**config.mk**
```make
export PLATFORM = sky130hd
export DESIGN_NAME = rgb_led_sched
export DESIGN_NICKNAME = d
export VERILOG_FILES = /design/src/rtl/rgb_led_pkg.sv /design/src/rtl/rgb_led_tick.sv /design/src/rtl/rgb_led_sched.sv
export SDC_FILE = /design/constraint.sdc
export NUM_CORES = 1
export LEC_CHECK = 0
export BUFFER_PORTS_ARGS = -buffer_cell sky130_fd_sc_hd__clkbuf_2
export CORE_MARGIN = 3
export CORE_UTILIZATION = 55
export DETAILED_ROUTE_END_ITERATION = 8
export GPL_ROUTABILITY_DRIVEN = 0
export HOLD_SLACK_MARGIN = 0.05
export PLACE_DENSITY = 0.76
export SLEW_MARGIN = 5
export SYNTH_ARGS = -nofsm -noshare
export SYNTH_HDL_FRONTEND = slang
export SYNTH_SLANG_ARGS = --single-unit
```
**constraint.sdc**
```tcl
create_clock -name clk_24m -period 4.8 [get_ports clk_24m]
set_input_delay 0.72 -clock clk_24m [delete_from_list [all_inputs] [get_ports clk_24m]]
set_output_delay 0.72 -clock clk_24m [all_outputs]
set_load 0.005 [all_outputs]
```
**src/rtl/rgb_led_pkg.sv**
```systemverilog
// Shared types and constants for the RGB LED request scheduler.
package rgb_led_pkg;
    localparam int NREQ = 3;

    typedef enum logic [1:0] {IDLE, SHOW, GAP} state_t;

    // Colors are {b,g,r}; a set bit means that LED is lit
    localparam logic [2:0] COLOR_OFF   = 3'b000;
    localparam logic [2:0] COLOR_RED   = 3'b001;
    localparam logic [2:0] COLOR_GREEN = 3'b010;
    localparam logic [2:0] COLOR_BLUE  = 3'b100;
    localparam logic [2:0] COLOR_WHITE = 3'b111;

    // Fixed priority: requester 0 wins
    function automatic logic [1:0] lowest_idx(input logic [NREQ-1:0] r);
        if (r[0])      return 2'd0;
        else if (r[1]) return 2'd1;
        else           return 2'd2;
    endfunction
endpackage

```
**src/rtl/rgb_led_tick.sv**
```systemverilog
// Tick prescaler: counts 0..TICK_DIV-1, o_tick is high on the terminal count.
module rgb_led_tick #(
    parameter int TICK_DIV = 2_400_000
) (
    input  logic i_clk,
    input  logic i_rst,
    input  logic i_clr,
    output logic o_tick
);
    localparam int CW = (TICK_DIV > 1) ? $clog2(TICK_DIV) : 1;

    logic [CW-1:0] r_cnt;

    assign o_tick = (r_cnt == CW'(TICK_DIV - 1));

    always_ff @(posedge i_clk) begin
        if (i_rst || i_clr || o_tick) r_cnt <= '0;
        else                          r_cnt <= r_cnt + 1'b1;
    end
endmodule

```
**src/rtl/rgb_led_sched.sv**
```systemverilog
// Fixed-priority scheduler sharing one RGB LED among three requesters.
// Define RGB_LED_SCHED_PREEMPT_EN to let a higher-priority request abort SHOW.
module rgb_led_sched
    import rgb_led_pkg::*;
#(
    parameter int TICK_DIV   = 2_400_000,
    parameter int HOLD_TICKS = 10
) (
    input  logic       clk_24m,
    input  logic       rst,
    input  logic [2:0] req,
    input  logic [8:0] req_color,
    input  logic [2:0] req_blink,
    output logic [2:0] grant,
    output logic       busy,
    output logic       led_r,
    output logic       led_g,
    output logic       led_b
);
    localparam int HW = $clog2(HOLD_TICKS + 1);

    state_t        r_state;
    logic [HW-1:0] r_hold;
    logic          r_phase;
    logic [2:0]    r_color;
    logic          r_blink;
    logic [2:0]    r_grant;
    logic          r_busy;
    logic [2:0]    r_led;

    logic       w_tick;
    logic       w_any;
    logic [1:0] w_win;
    logic [2:0] w_color;
    logic       w_blink;
    logic       w_take;
    logic       w_phase_n;

    assign w_any     = |req;
    assign w_win     = lowest_idx(req);
    assign w_blink   = req_blink[w_win];
    assign w_phase_n = r_blink ? ~r_phase : r_phase;

    always_comb begin
        w_color = req_color[2:0];
        case (w_win)
            2'd1:    w_color = req_color[5:3];
            2'd2:    w_color = req_color[8:6];
            default: w_color = req_color[2:0];
        endcase
    end

`ifdef RGB_LED_SCHED_PREEMPT_EN
    logic [1:0] r_owner;
    assign w_take = w_any && ((r_state == IDLE) ||
                              (r_state == SHOW && w_win < r_owner));
    always_ff @(posedge clk_24m) begin
        if (rst)         r_owner <= '0;
        else if (w_take) r_owner <= w_win;
    end
`else
    assign w_take = w_any && (r_state == IDLE);
`endif

    // A grant restarts the prescaler so SHOW gets whole ticks
    rgb_led_tick #(.TICK_DIV(TICK_DIV)) u_tick (
        .i_clk  (clk_24m),
        .i_rst  (rst),
        .i_clr  (w_take),
        .o_tick (w_tick)
    );

    always_ff @(posedge clk_24m) begin
        if (rst) begin
            r_state <= IDLE;
            r_hold  <= '0;
            r_phase <= 1'b0;
            r_color <= '0;
            r_blink <= 1'b0;
            r_grant <= '0;
            r_busy  <= 1'b0;
            r_led   <= 3'b111;
        end else begin
            r_grant <= '0;
            if (w_take) begin
                r_state <= SHOW;
                r_color <= w_color;
                r_blink <= w_blink;
                r_phase <= 1'b1;
                r_hold  <= '0;
                r_grant <= 3'b001 << w_win;
                r_busy  <= 1'b1;
                r_led   <= ~w_color;
            end else begin
                case (r_state)
                    SHOW: if (w_tick) begin
                        if (r_hold == HW'(HOLD_TICKS - 1)) begin
                            r_state <= GAP;
                            r_led   <= 3'b111;
                        end else begin
                            r_hold  <= r_hold + 1'b1;
                            r_phase <= w_phase_n;
                            r_led   <= ~(r_color & {3{w_phase_n}});
                        end
                    end
                    GAP: if (w_tick) begin
                        r_state <= IDLE;
                        r_busy  <= 1'b0;
                    end
                    default: ;
                endcase
            end
        end
    end

    assign grant = r_grant;
    assign busy  = r_busy;
    assign led_r = r_led[0];
    assign led_g = r_led[1];
    assign led_b = r_led[2];
endmodule

```
# Word level (Yosys, flattened, before mapping)

Index checks and enable logic that the tools add are counted.

Bits in registers: 40
Bits in latches: 0
Memory bits (writable): 0
ROM bits: 0
Input bits: 17
Output and inout bits: 7
Logic and storage cells: 73
Memories kept: 0

Add/subtract/negate cells: 2
$mul: 0
Div/mod/pow operators: 0
Magnitude comparators: 1
Eq/ne operators: 13
Shifts and indexed selects: 1
Multiplexer cells: 22
Bitwise logic cells: 6
Reductions and logical operators: 18

Operators with widths:

| operator                                                                | count |
|---|---|
| 22-bit by 1-bit adder with 22-bit output, second input constant         | 1 |
| 22-bit equality test, second input constant                             | 1 |
| 3-bit two-way mux                                                       | 4 |
| 1-bit two-way mux                                                       | 10 |
| 2-bit two-way mux                                                       | 5 |
| 4-bit AND reduction                                                     | 2 |
| 2-bit nonzero test                                                      | 4 |
| 2-bit by 1-bit inequality test with 1-bit output, second input constant | 3 |
| 3-bit by 1-bit inequality test with 1-bit output, second input constant | 2 |
| 3-bit NOT                                                               | 2 |
| 3-bit case mux with 2 select lines                                      | 1 |
| 3-bit AND reduction                                                     | 2 |
| 4-bit by 1-bit adder with 4-bit output, second input constant           | 1 |
| 2-bit by 1-bit equality test with 1-bit output, second input constant   | 2 |
| 2-bit equality test, second input constant                              | 2 |
| 4-bit equality test, second input constant                              | 1 |
| 2-bit case mux with 2 select lines                                      | 1 |
| 2-bit AND reduction                                                     | 2 |
| 2-bit OR reduction                                                      | 2 |
| 3-bit AND                                                               | 1 |
| 2-bit by 3-bit < comparator with 1-bit output, second input constant    | 1 |
| 3-bit by 2-bit inequality test with 1-bit output, second input constant | 1 |
| 1-bit NOT                                                               | 3 |
| 3-bit nonzero test                                                      | 1 |
| 7 further kinds                                                         | 8 |

# Depth between registers and ports, before layout

Word-level depth: 8
Depth in mapped cells: 8
Gate-level depth less buffers: 7

# Cells and area by module

Synthesis repeated with hierarchy kept, for this count alone.

Cell total of the unflattened synthesis: 211
Area total of the unflattened synthesis: 1963.1 µm²

Modules (own cells, without submodules):

| module        | instances | cells an instance | area an instance (µm²) | seq. area each (µm²) |
|---|---|---|---|---|
| rgb_led_tick  | 1         | 114               | 1017.2                 | 440.4 |
| rgb_led_sched | 1         | 97                | 945.9                  | 360.3 |

# Worst setup path before layout

Ideal clock, no wire load.

Path type: input to register
Start: input req[1]
End: register r_hold[2]
Library setup time: 0.059 ns
Arrival: 1.990 ns
Data required time: 4.741 ns
Path slack: 2.750 ns
Stages: 5
Path buffers: 1
Path through: buf_2 -> o31ai_4 -> nand2b_1 -> or4_1 -> nand2_1

Cells in the longest elaborated chain, start to end: 3

RTL lines:

| element                             | RTL line             | source |
|---|---|---|
| start: declaration                  | rgb_led_sched.sv:11  | `input logic [2:0] req,` |
| 3-bit OR reduction                  | rgb_led_sched.sv:39  | `assign w_any = \|req;` |
| 1-bit logical AND                   | rgb_led_sched.sv:62  | `assign w_take = w_any && (r_state == IDLE);` |
| 2-bit OR reduction (no source line) | --                   |  |
| end signal: assignment              | rgb_led_sched.sv:101 | `r_hold <= r_hold + 1'b1;` |
| end: declaration                    | rgb_led_sched.sv:23  | `logic [HW-1:0] r_hold;` |

No other way between the ends.
A chain may end at the register's enable or synchronous reset.

# Worst setup path after layout

Start: register u_tick.r_cnt[0]
End: register u_tick.r_cnt[17]

Cells in the longest elaborated chain, start to end: 2
Elaborated cells on any way between the ends: 3
Those cells by class: 1 x add/sub; 1 x eq/ne; 1 x reduce/logical

RTL lines:

| element                                                                                          | RTL line           | source |
|---|---|---|
| start: declaration                                                                               | rgb_led_tick.sv:12 | `logic [CW-1:0] r_cnt;` |
| start signal: assignment                                                                         | rgb_led_tick.sv:18 | `else r_cnt <= r_cnt + 1'b1;` |
| parallel branches: the longest is 2 deep, another holds 22-bit by 1-bit adder with 22-bit output | --                 |  |

Parallel ways; which one is timed is not known.

==> summary.md <==
| Metric | Value |
|---|---|
| Num CTS Buffers | `5` |
| R2R Setup Slk | `2630 ps` |
| Grt total ovfl | `0` |
| ANT nets after route | `0` |
| Post-synth top area share | `approximately two fifths` |
| Starting DRT DRC Count | `70` |
| Hold Violations, Final | `0` |
| Asr flop ratio synth | `0%` |
| Routed length per instance | `~12 um` |
| Final nets | `270` |
| Critical R2R Capture | `u_tick.r_cnt[17]` |
| Reg2Reg Depth | `6` |
| Synth cell count leaders | `dfxtp_1 (40), nor2_1 (33), nand2_1 (26)` |
| Largest net degree at the start of global routing | `21` |
| Minimum clock period | `2170 ps` |
| Status | `finished clean` |
| Clk pin slew, worst setup/hold paths | `110 ps` |
| Number of global-route vias before repair | `roughly 1500` |
| Drt pass-1 iters | `4` |
| First-pass GRT wire length | `6540 um` |
| Peak supply drop | `approximately 0.00019 V` |
| Max Slew Vio Count | `0` |
| Initial antenna violation count | `0` |
| Row count | `20` |
| Starting Density | `60.4%` |
| Worst Hold Depth | `2` |
| Syn_nets | `roughly 250` |
| TritonCTS Sinks | `40` |
| Layout area overhead | `10.3%` |
| Leak pwr | `0.782 nW` |
| Synth area leader | `dfxtp_1` |
| Worst Hold Class | `reg -> reg` |
| Cts repair resizes | `0` |
| Total power | `0.000654 W` |
| Least-Margin Pin Slew | `651 ps` |
| Setup bufs post-CTS | `0` |
| Synth Cell Area | `0.00194 sq mm` |
| Clk buf depth | `2` |
| Fin Setup TNS | `0 ps` |
| Clock root buffer | `clkbuf_4` |
| Most numerous cell in the Yosys netlist | `dfxtp_1` |
| CP max FO | `20` |
| WP data required | `5000 ps` |
| Vias | `between 1500 and 2000` |
| Global routing usage on met2 | `31.2%` |
| Core area | `0.00320 sq mm` |
| Via density per instance | `between 5 and 6` |
| Crit. End Element | `flop` |
| Layout cell share with drive strength beyond 1 | `14.5%` |
| Synth Instances | `224` |
| Relative slew slack | `a little under three fifths` |
| Clock Latency Late Sink | `330 ps` |
| Vert. Die Dim | `around 65 um` |
| EDFF count, synth | `0` |
| Quantity of hold-fixing buffers added after cts | `0` |
| Type of origin of the critical path | `flop` |
| Seq/Total Area, Yosys | `41.4%` |
| Worst reg2reg path startpoint | `u_tick.r_cnt[0]` |
| Drc violations | `0` |
| IO buf count | `23` |
| Seq cells post-synth | `40` |
| Fillers | `305` |
| Dpl hpwl | `2630 um` |
| Final worst-path cycle share | `between 40% and 50%` |
| Synth area leaders | `dfxtp_1 (41%), xnor2_1 (7.7%), nor2_1 (6.4%)` |
| GR Util All Layers | `19.1%` |
| Most common flop cell mapped by yosys | `dfxtp_1` |
| Hold Crit Start | `r_color[2]` |
| Clock Skews | `5.75 ps` |
| Routed WL | `3630 um` |
| Ys Warns | `0` |
| Synth cell types | `39` |
| Overall die area | `0.00427 sq mm` |
| Syn_area_per_cell | `8.64 sq um` |
| Max Freq | `460 MHz` |
| Die width | `65.3 um` |
| GR Util met3 | `4.10%` |
| # IOs | `24` |
| Worst Path Arrival | `about 2400 ps` |
| Worst Hold End | `r_color[2]` |
| Number of diodes | `0` |
| Endpoints failing setup | `0` |
| Pwr/cell area | `306 mW/mm^2` |
| Max Cap Viol | `0` |
| Met1 track demand over resource | `25.1%` |
| H-tree depth | `2` |
| TritonCTS clock tree | `done` |
| CP Class | `reg -> reg` |
| RSZ-0062 raised after global routing | `false` |
| GR peak layer | `met2` |
-- worst max-delay path: stages (launching register included) --
cell     delay [ps]
dfxtp_1         420
ha_1            260
nand2_1         110
nor4_4          270
nand3_1         270
nand2_1         590
nor2_1          120
-- cells in the final DEF, fill, tap and decap left out, types with 2 or more instances in the layout --
cell type	netlist	final
a21oi_1	8	8
and3_1	3	3
clkbuf_1	4	2
clkbuf_2	0	23
clkbuf_4	0	5
dfxtp_1	40	40
ha_1	6	6
inv_1	10	10
mux2i_1	4	4
nand2_1	26	26
nand3_1	13	13
nand4_1	2	2
nor2_1	33	33
nor2b_1	2	2
nor3_1	6	6
nor4_1	8	8
o211ai_1	2	2
o21ai_0	12	12
xnor2_1	17	17
xor2_1	5	5
-- report_power, final --
part	internal, W	switching [W]	total [W]	leakage [nW]
clock	0.0000724	0.0000991	0.000171	0.0326
combinational	0.0000441	0.0000707	0.000115	0.424
sequential	0.000353	0.0000142	0.000367	0.325
-- registers in the layout, summed over array words and instances, names as in the netlist --
register,cells
busy,1
grant,3
r_blink,1
r_color,3
r_hold,4
r_led,3
r_phase,1
r_state,2
u_tick.r_cnt,22
-- per-layer routing --
metal	vias to the layer above	routed length (um)
li1	820	-
met1	717	1820
met2	17	1680
met3	7	87
met4	0	40
met5	-	0
-- metrics by stage --
step | hold WS, ps | setup WS (ps) | util [%] | std cells | area (sq um)
after floorplan | 436 | 2750 | - | 224 | 1940
after global placement | 450 | 2480 | 64.8 | 284 | 2080
after detailed placement | 457 | 2420 | 64.8 | 284 | 2080
after CTS | 476 | 2660 | 66.6 | 292 | 2130
after global routing | 489 | 2450 | 66.6 | 292 | 2130
final | 476 | 2630 | 66.6 | 292 | 2130
-- worst max path at each step --
stage | start | end | slack (ps)
after floorplan | req[1] | r_hold[2] | 2750
after global placement | req[1] | u_tick.r_cnt[18] | 2480
after detailed placement | req[1] | u_tick.r_cnt[15] | 2420
after CTS | u_tick.r_cnt[0] | u_tick.r_cnt[15] | 2660
after global routing | u_tick.r_cnt[0] | u_tick.r_cnt[13] | 2450
final | u_tick.r_cnt[0] | u_tick.r_cnt[17] | 2630
-- logic make-up (layout without fill, tap and decap cells) --
kind of cell,Yosys count,after routing,share of synthesized area [%]
AND/OR/NAND/NOR,106,106,29.2
XOR/XNOR,22,22,9.95
flip-flops,40,40,41.4
adder cells (fa/ha/maj),6,6,3.88
buffers and inverters,17,41,3.49
AO/OA/AOI/OAI,28,28,9.50
multiplexers,5,5,2.65
-- area by class of cell --
class / instances / area, sq um / area share [%]
repair buffers: 23 / 115 / 5.39
flip-flops and latches: 40 / 801 / 37.5
inverters: 10 / 37.5 / 1.76
multi-input cells: 167 / 1070 / 50.0
clock buffers: 8 / 58.8 / 2.75
well taps: 44 / 55.1 / 2.58
Power figures use the tool's default switching activity.
